$ cat src/rtl/c3aibadapt_txdp_wa_lock_ctrl_if.sv
// Signal bundle between the AIB TX data input / status registers and the word-align lock controller.
// DWIDTH is the TX word width; the marker sits at bit 39 or bit 19, so DWIDTH must be at least 40.
interface c3aibadapt_txdp_wa_lock_ctrl_if #(
  parameter int DWIDTH = 40
);
  logic              r_wa_en;
  logic              r_err_clr;
  logic              mark_bit_location;
  logic [DWIDTH-1:0] aib_hssi_tx_data_in;
  logic              wa_lock;
  logic              fifo_wr_en;
  logic              wa_loss_pulse;
  logic              wa_err_sticky;
  logic [7:0]        err_cnt;
  logic [19:0]       wa_ctrl_testbus;

  // Master drives the TX word and control bits; slave is the lock controller.
  modport master (
    output r_wa_en, r_err_clr, mark_bit_location, aib_hssi_tx_data_in,
    input  wa_lock, fifo_wr_en, wa_loss_pulse, wa_err_sticky, err_cnt, wa_ctrl_testbus
  );

  modport slave (
    input  r_wa_en, r_err_clr, mark_bit_location, aib_hssi_tx_data_in,
    output wa_lock, fifo_wr_en, wa_loss_pulse, wa_err_sticky, err_cnt, wa_ctrl_testbus
  );
endinterface

$ cat src/rtl/c3aibadapt_txdp_wa_lock_ctrl.sv
// TX word-align lock controller: HUNT/VERIFY/LOCKED on the alternating word marker, gates FIFO writes.
// Optional macro C3AIBADAPT_WA_RELOCK_EN: loss of alignment returns to HUNT instead of keeping a sticky lock.
module c3aibadapt_txdp_wa_lock_ctrl #(
  parameter int LOCK_CNT   = 4,
  parameter int UNLOCK_CNT = 3
) (
  input logic                              wr_clk,
  input logic                              wr_srst,
  c3aibadapt_txdp_wa_lock_ctrl_if.slave    bus
);

  typedef enum logic [2:0] {
    ST_IDLE   = 3'd0,
    ST_BYPASS = 3'd1,
    ST_HUNT   = 3'd2,
    ST_VERIFY = 3'd3,
    ST_LOCKED = 3'd4
  } state_t;

  localparam logic [3:0] LOCK_C   = 4'(LOCK_CNT);
  localparam logic [3:0] UNLOCK_C = 4'(UNLOCK_CNT);

  state_t     r_state;
  logic       r_mk_q;
  logic       r_mk_prev;
  logic [3:0] r_vcnt;
  logic [3:0] r_ecnt;
  logic [7:0] r_err_cnt;
  logic       r_err_sticky;

  logic w_mk_sel;
  logic w_match;
  logic w_err_inc;
  logic w_loss_evt;
  logic w_unused;

  assign w_mk_sel = bus.mark_bit_location ? bus.aib_hssi_tx_data_in[19]
                                          : bus.aib_hssi_tx_data_in[39];
  assign w_unused = ^bus.aib_hssi_tx_data_in;

  // A good word boundary shows up as a toggle of the marker between consecutive words.
  assign w_match    = r_mk_q ^ r_mk_prev;
  assign w_err_inc  = (r_state == ST_LOCKED) && bus.r_wa_en && !w_match;
  assign w_loss_evt = w_err_inc && ((r_ecnt + 4'd1) == UNLOCK_C);

  // NOTE: all state uses non-blocking assignments so every branch sees pre-edge values.
  always_ff @(posedge wr_clk) begin
    if (wr_srst) begin
      r_state      <= ST_IDLE;
      r_mk_q       <= 1'b0;
      r_mk_prev    <= 1'b0;
      r_vcnt       <= 4'd0;
      r_ecnt       <= 4'd0;
      r_err_cnt    <= 8'd0;
      r_err_sticky <= 1'b0;
    end else begin
      r_mk_q    <= w_mk_sel;
      r_mk_prev <= r_mk_q;

      case (r_state)
        ST_IDLE: r_state <= bus.r_wa_en ? ST_HUNT : ST_BYPASS;
        ST_BYPASS: begin
          if (bus.r_wa_en) begin
            r_state <= ST_HUNT;
            r_vcnt  <= 4'd0;
          end
        end
        ST_HUNT: begin
          if (!bus.r_wa_en) begin
            r_state <= ST_BYPASS;
          end else if (w_match) begin
            r_state <= ST_VERIFY;
            r_vcnt  <= 4'd1;
          end
        end
        ST_VERIFY: begin
          if (!bus.r_wa_en) begin
            r_state <= ST_BYPASS;
          end else if (w_match) begin
            r_vcnt <= r_vcnt + 4'd1;
            if ((r_vcnt + 4'd1) == LOCK_C) begin
              r_state <= ST_LOCKED;
              r_ecnt  <= 4'd0;
            end
          end else begin
            r_state <= ST_HUNT;
            r_vcnt  <= 4'd0;
          end
        end
        ST_LOCKED: begin
          if (!bus.r_wa_en) begin
            r_state <= ST_BYPASS;
          end else if (w_match) begin
            r_ecnt <= 4'd0;
          end else if (w_loss_evt) begin
            r_ecnt <= 4'd0;
`ifdef C3AIBADAPT_WA_RELOCK_EN
            r_state <= ST_HUNT;
            r_vcnt  <= 4'd0;
`endif
          end else begin
            r_ecnt <= r_ecnt + 4'd1;
          end
        end
        default: r_state <= ST_IDLE;
      endcase

      // Clear has priority over a same-cycle error.
      if (bus.r_err_clr) begin
        r_err_cnt <= 8'd0;
      end else if (w_err_inc && (r_err_cnt != 8'hFF)) begin
        r_err_cnt <= r_err_cnt + 8'd1;
      end

      if (bus.r_err_clr) begin
        r_err_sticky <= 1'b0;
      end else if (w_loss_evt) begin
        r_err_sticky <= 1'b1;
      end
    end
  end

  assign bus.wa_lock         = (r_state == ST_LOCKED) || (r_state == ST_BYPASS);
  assign bus.fifo_wr_en      = (r_state == ST_LOCKED) || (r_state == ST_BYPASS);
  assign bus.wa_err_sticky   = r_err_sticky;
  assign bus.err_cnt         = r_err_cnt;
  assign bus.wa_ctrl_testbus = {7'd0, r_state, r_vcnt, r_ecnt, r_mk_q, r_mk_prev};

`ifdef C3AIBADAPT_WA_RELOCK_EN
  // High during the cycle whose edge leaves LOCKED; lock drops after that edge.
  assign bus.wa_loss_pulse = w_loss_evt && !wr_srst;
`else
  assign bus.wa_loss_pulse = 1'b0;
`endif

endmodule

$ cat src/flat_wrapper.sv
// flat-port wrapper written by rule: the top's interface ports become plain ports
module c3aibadapt_txdp_wa_lock_ctrl_flat 
#(
  parameter int LOCK_CNT   = 4,
  parameter int UNLOCK_CNT = 3
)
  (wr_clk, wr_srst, bus_r_wa_en, bus_r_err_clr, bus_mark_bit_location, bus_aib_hssi_tx_data_in, bus_wa_lock, bus_fifo_wr_en, bus_wa_loss_pulse, bus_wa_err_sticky, bus_err_cnt, bus_wa_ctrl_testbus);
  c3aibadapt_txdp_wa_lock_ctrl_if #(.DWIDTH(40)) bus_i ();
  input logic wr_clk;
  input logic wr_srst;
  input wire logic [$bits(bus_i.r_wa_en)-1:0] bus_r_wa_en;
  input wire logic [$bits(bus_i.r_err_clr)-1:0] bus_r_err_clr;
  input wire logic [$bits(bus_i.mark_bit_location)-1:0] bus_mark_bit_location;
  input wire logic [$bits(bus_i.aib_hssi_tx_data_in)-1:0] bus_aib_hssi_tx_data_in;
  output wire logic [$bits(bus_i.wa_lock)-1:0] bus_wa_lock;
  output wire logic [$bits(bus_i.fifo_wr_en)-1:0] bus_fifo_wr_en;
  output wire logic [$bits(bus_i.wa_loss_pulse)-1:0] bus_wa_loss_pulse;
  output wire logic [$bits(bus_i.wa_err_sticky)-1:0] bus_wa_err_sticky;
  output wire logic [$bits(bus_i.err_cnt)-1:0] bus_err_cnt;
  output wire logic [$bits(bus_i.wa_ctrl_testbus)-1:0] bus_wa_ctrl_testbus;
  assign bus_i.r_wa_en = bus_r_wa_en;
  assign bus_i.r_err_clr = bus_r_err_clr;
  assign bus_i.mark_bit_location = bus_mark_bit_location;
  assign bus_i.aib_hssi_tx_data_in = bus_aib_hssi_tx_data_in;
  assign bus_wa_lock = bus_i.wa_lock;
  assign bus_fifo_wr_en = bus_i.fifo_wr_en;
  assign bus_wa_loss_pulse = bus_i.wa_loss_pulse;
  assign bus_wa_err_sticky = bus_i.wa_err_sticky;
  assign bus_err_cnt = bus_i.err_cnt;
  assign bus_wa_ctrl_testbus = bus_i.wa_ctrl_testbus;
  c3aibadapt_txdp_wa_lock_ctrl #(.LOCK_CNT(LOCK_CNT), .UNLOCK_CNT(UNLOCK_CNT)) u_core (.wr_clk(wr_clk), .wr_srst(wr_srst), .bus(bus_i));
endmodule
$ cat config.mk
export PLATFORM = sky130hd
export DESIGN_NAME = c3aibadapt_txdp_wa_lock_ctrl_flat
export DESIGN_NICKNAME = d
export VERILOG_FILES = /design/src/rtl/c3aibadapt_txdp_wa_lock_ctrl_if.sv /design/src/rtl/c3aibadapt_txdp_wa_lock_ctrl.sv /design/src/flat_wrapper.sv
export SDC_FILE = /design/constraint.sdc
export NUM_CORES = 1
export LEC_CHECK = 0
export ABC_AREA = 1
export CORE_MARGIN = 10
export CORE_UTILIZATION = 39
export CTS_CLUSTER_DIAMETER = 40
export DETAILED_ROUTE_END_ITERATION = 10
export PLACE_DENSITY_LB_ADDON = 0.3
export SYNTH_ARGS = -nofsm -noshare
export SYNTH_HDL_FRONTEND = slang
export SYNTH_SLANG_ARGS = --single-unit
$ cat constraint.sdc
create_clock -name wr_clk -period 2.9 [get_ports wr_clk]
set_input_delay 0.58 -clock wr_clk [delete_from_list [all_inputs] [get_ports wr_clk]]
set_output_delay 0.58 -clock wr_clk [all_outputs]
set_load 0.05 [all_outputs]
==> summary.md <==
| Metric | Value |
|---|---|
| Post-route design area | `1810 um^2` |
| Ratio of cells with drive above 1 in the final layout | `12.0%` |
| Worst setup SP type | `flop` |
| Cts repair resizes | `0` |
| Die Area | `about 6600 um^2` |
| Initial DRC Count | `63` |
| Hold WC Path Type | `flop to flop` |
| Clock Tree Root | `clkbuf_8` |
| Most frequent cells in the layout | `nand2_1 (52), nor2_1 (30), clkdlybuf4s50_1 (30)` |
| Die X-Extent | `81.2 um` |
| RePlAce Congestion | `approximately 0.81` |
| Vias post-DR | `about 1.4k` |
| Crit path buffers/inverters | `1` |
| Worst vdd ir | `0.245 mV` |
| Area after DPL | `1760 um^2` |
| Vias/cell | `4.58` |
| Sequential area share after synthesis | `30.2%` |
| Top post-synthesis cells by area | `dfxtp_1 (30%), nand2_1 (13%), nor2_1 (7.7%), buf_4 (5.7%), inv_1 (5.7%)` |
| PwrDens | `670 nW/um^2` |
| CTS buffer count | `3` |
| Core ar. | `3630 um^2` |
| CTS tree | `yes` |
| Synth top area share | `a little under a third` |
| # IOs | `77` |
| DP HPWL | `approximately 2600 um` |
| CP required | `approximately 2.3 ns` |
| Pwr Total | `0.00121 W` |
| Leak | `0.786 nW` |
| Pre-CTS setup slack | `0.676 ns` |
| Period utilization | `86.6%` |
| Clk slew on worst S/H paths | `0.08 ns` |
| Avg Cell Area, Syn | `6.64 um^2` |
| Initial Util | `40.2%` |
| Synth unique cells | `25` |
| Gate Count Post-Synth | `220` |
| Cell Chain, Critical Path | `nor2_2 > nand2_2 > nand2_1 > clkdlybuf4s50_1` |
| Crit Path Class | `flop to primary output` |
| # diodes | `0` |
| Max Cap Viol | `0` |
| Count of final hold-check violations | `0` |
| DRT antenna net count | `0` |
| Setup slack after layout | `0.389 ns` |
| Site Rows | `22` |
| H-tree lvl count | `1` |
| Worst-Margin Slew | `0.501 ns` |
| Final nets | `301` |
| Pins over their slew limit | `0` |
| Synth area leader | `dfxtp_1` |
| Fmax | `398 MHz` |
| Clock skew | `0.00537 ns` |
| Netlist Area Pre-Place | `1460 um^2` |
| Die H | `81.2 um` |
| Synthesis-stage register bit count | `22` |
| Clk_lat worst skew | `0.26 ns` |
| Clk sink count | `22` |
| Synthesis Warnings | `0` |
| Vias in the first global route | `approximately 1.3k` |
| Post-route DRC | `0` |
| Top delay family on crit path | `buffers and inverters` |
| First-pass GRT wire length | `5590 um` |
| Tmin final | `2.51 ns` |
| GRT overflow | `0` |
| Largest net degree at the start of global routing | `12` |
| PortBufs | `30` |
| P&R area growth vs syn | `23.7%` |
| Max transition margin | `66.5%` |
| Initial antenna violation count | `0` |
| Post-route setup TNS | `0 ns` |
| Crit-path max FO | `6` |
| Final setup vio count | `0` |
| Slowest CP cell | `clkdlybuf4s50_1` |
| Pre-antenna DRT Iters | `4` |
| Kind of end point of the critical path | `primary output` |
| Status | `finished clean` |
| Crit path largest cell delay | `~0.8 ns` |
| Gr usage total | `10.5%` |
| WL/cell | `10.8 um` |
| Clk buf depth | `2` |
| Post-CTS Setup Bufs | `0` |
| Final Util | `49.7%` |
| Crit path DAT | `1.93 ns` |
| Unrepaired setup endpoints after global routing | `false` |
| Most common cell after layout, fill and taps aside | `nand2_1` |
| WL final | `3220 um` |
| # hold bufs at CTS | `0` |
-- where the power goes --
part / switching (W) / internal [W] / total, W
Clock: 0.0000985 / 0.0000928 / 0.000191
Sequential: 0.0000618 / 0.000344 / 0.000406
Combinational: 0.000423 / 0.000189 / 0.000612
Total: 0.000583 / 0.000626 / 0.00121
-- logic make-up (layout without fill, tap and decap cells) --
kind of cell / Yosys count / in the layout / synth area share (%)
buffers and inverters: 41 / 63 / 14.2
adders and majority gates: 5 / 5 / 4.28
and+or+nand+nor: 122 / 122 / 39.3
xor gates and xnor gates: 6 / 6 / 3.60
other: 1 / 8 / 0.257
DFF: 22 / 22 / 30.2
AOI/OAI and AO/OA: 23 / 23 / 8.14
-- worst min-delay path, delay by kind of cell, from the launching register on --
kind | cells | cell delay [ns]
AOI/OAI and AO/OA | 1 | 0.05
DFF | 1 | 0.31
buffers and inverters | 1 | 0.05
-- through the flow --
step | hold WS [ns] | cells
6_report | 0.453 | 297
5_1_grt | 0.483 | 297
4_1_cts | 0.463 | 297
3_5_place_dp | 0.453 | 294
3_3_place_gp | 0.443 | 294
2_1_floorplan | 0.467 | 227
-- per-layer routing --
layer | track usage [%] | share of wire, %
met1 | 10.0 | 41
met3 | 4.42 | 8.9
met2 | 18.9 | 48
met5 | 0 | 0
met4 | 5.19 | 2.0
-- registers in the layout, summed over array words and instances, names as in the netlist --
register	cells
u_core.r_mk_prev	1
u_core.r_state	3
u_core.r_mk_q	1
u_core.bus.err_cnt	8
u_core.r_vcnt	4
u_core.bus.wa_err_sticky	1
u_core.r_ecnt	4
-- synthesized netlist by cell type, drive strengths merged --
cell type / instances
a21oi: 13
buf: 11
clkinv: 2
conb: 1
dfxtp: 22
ha: 5
inv: 28
nand2: 62
nand3: 18
nand4: 3
nor2: 36
nor3: 3
o21ai: 10
xnor2: 2
xor2: 4
-- cell type report --
type | count | area (um^2)
sequential | 22 | 440
inverter | 30 | 125
clock buffer | 3 | 41.3
fill | 407 | 1830
timing repair buffer | 30 | 300
multi-input combinational | 164 | 838
tap | 48 | 60.1
-- path summary, 6_finish.rpt --
path | start | endpoint | slack [ns] | cells past startpoint
setup / recovery | u_core.r_state[0] | bus_fifo_wr_en | 0.39 | 4
hold / removal | u_core.bus.wa_err_sticky | u_core.bus.wa_err_sticky | 0.45 | 2
setup reg to reg | u_core.bus.err_cnt[0] | u_core.bus.err_cnt[0] | 1.33 | 8
hold reg to reg | u_core.bus.wa_err_sticky | u_core.bus.wa_err_sticky | 0.45 | 2
Power figures use the tool's default switching activity.
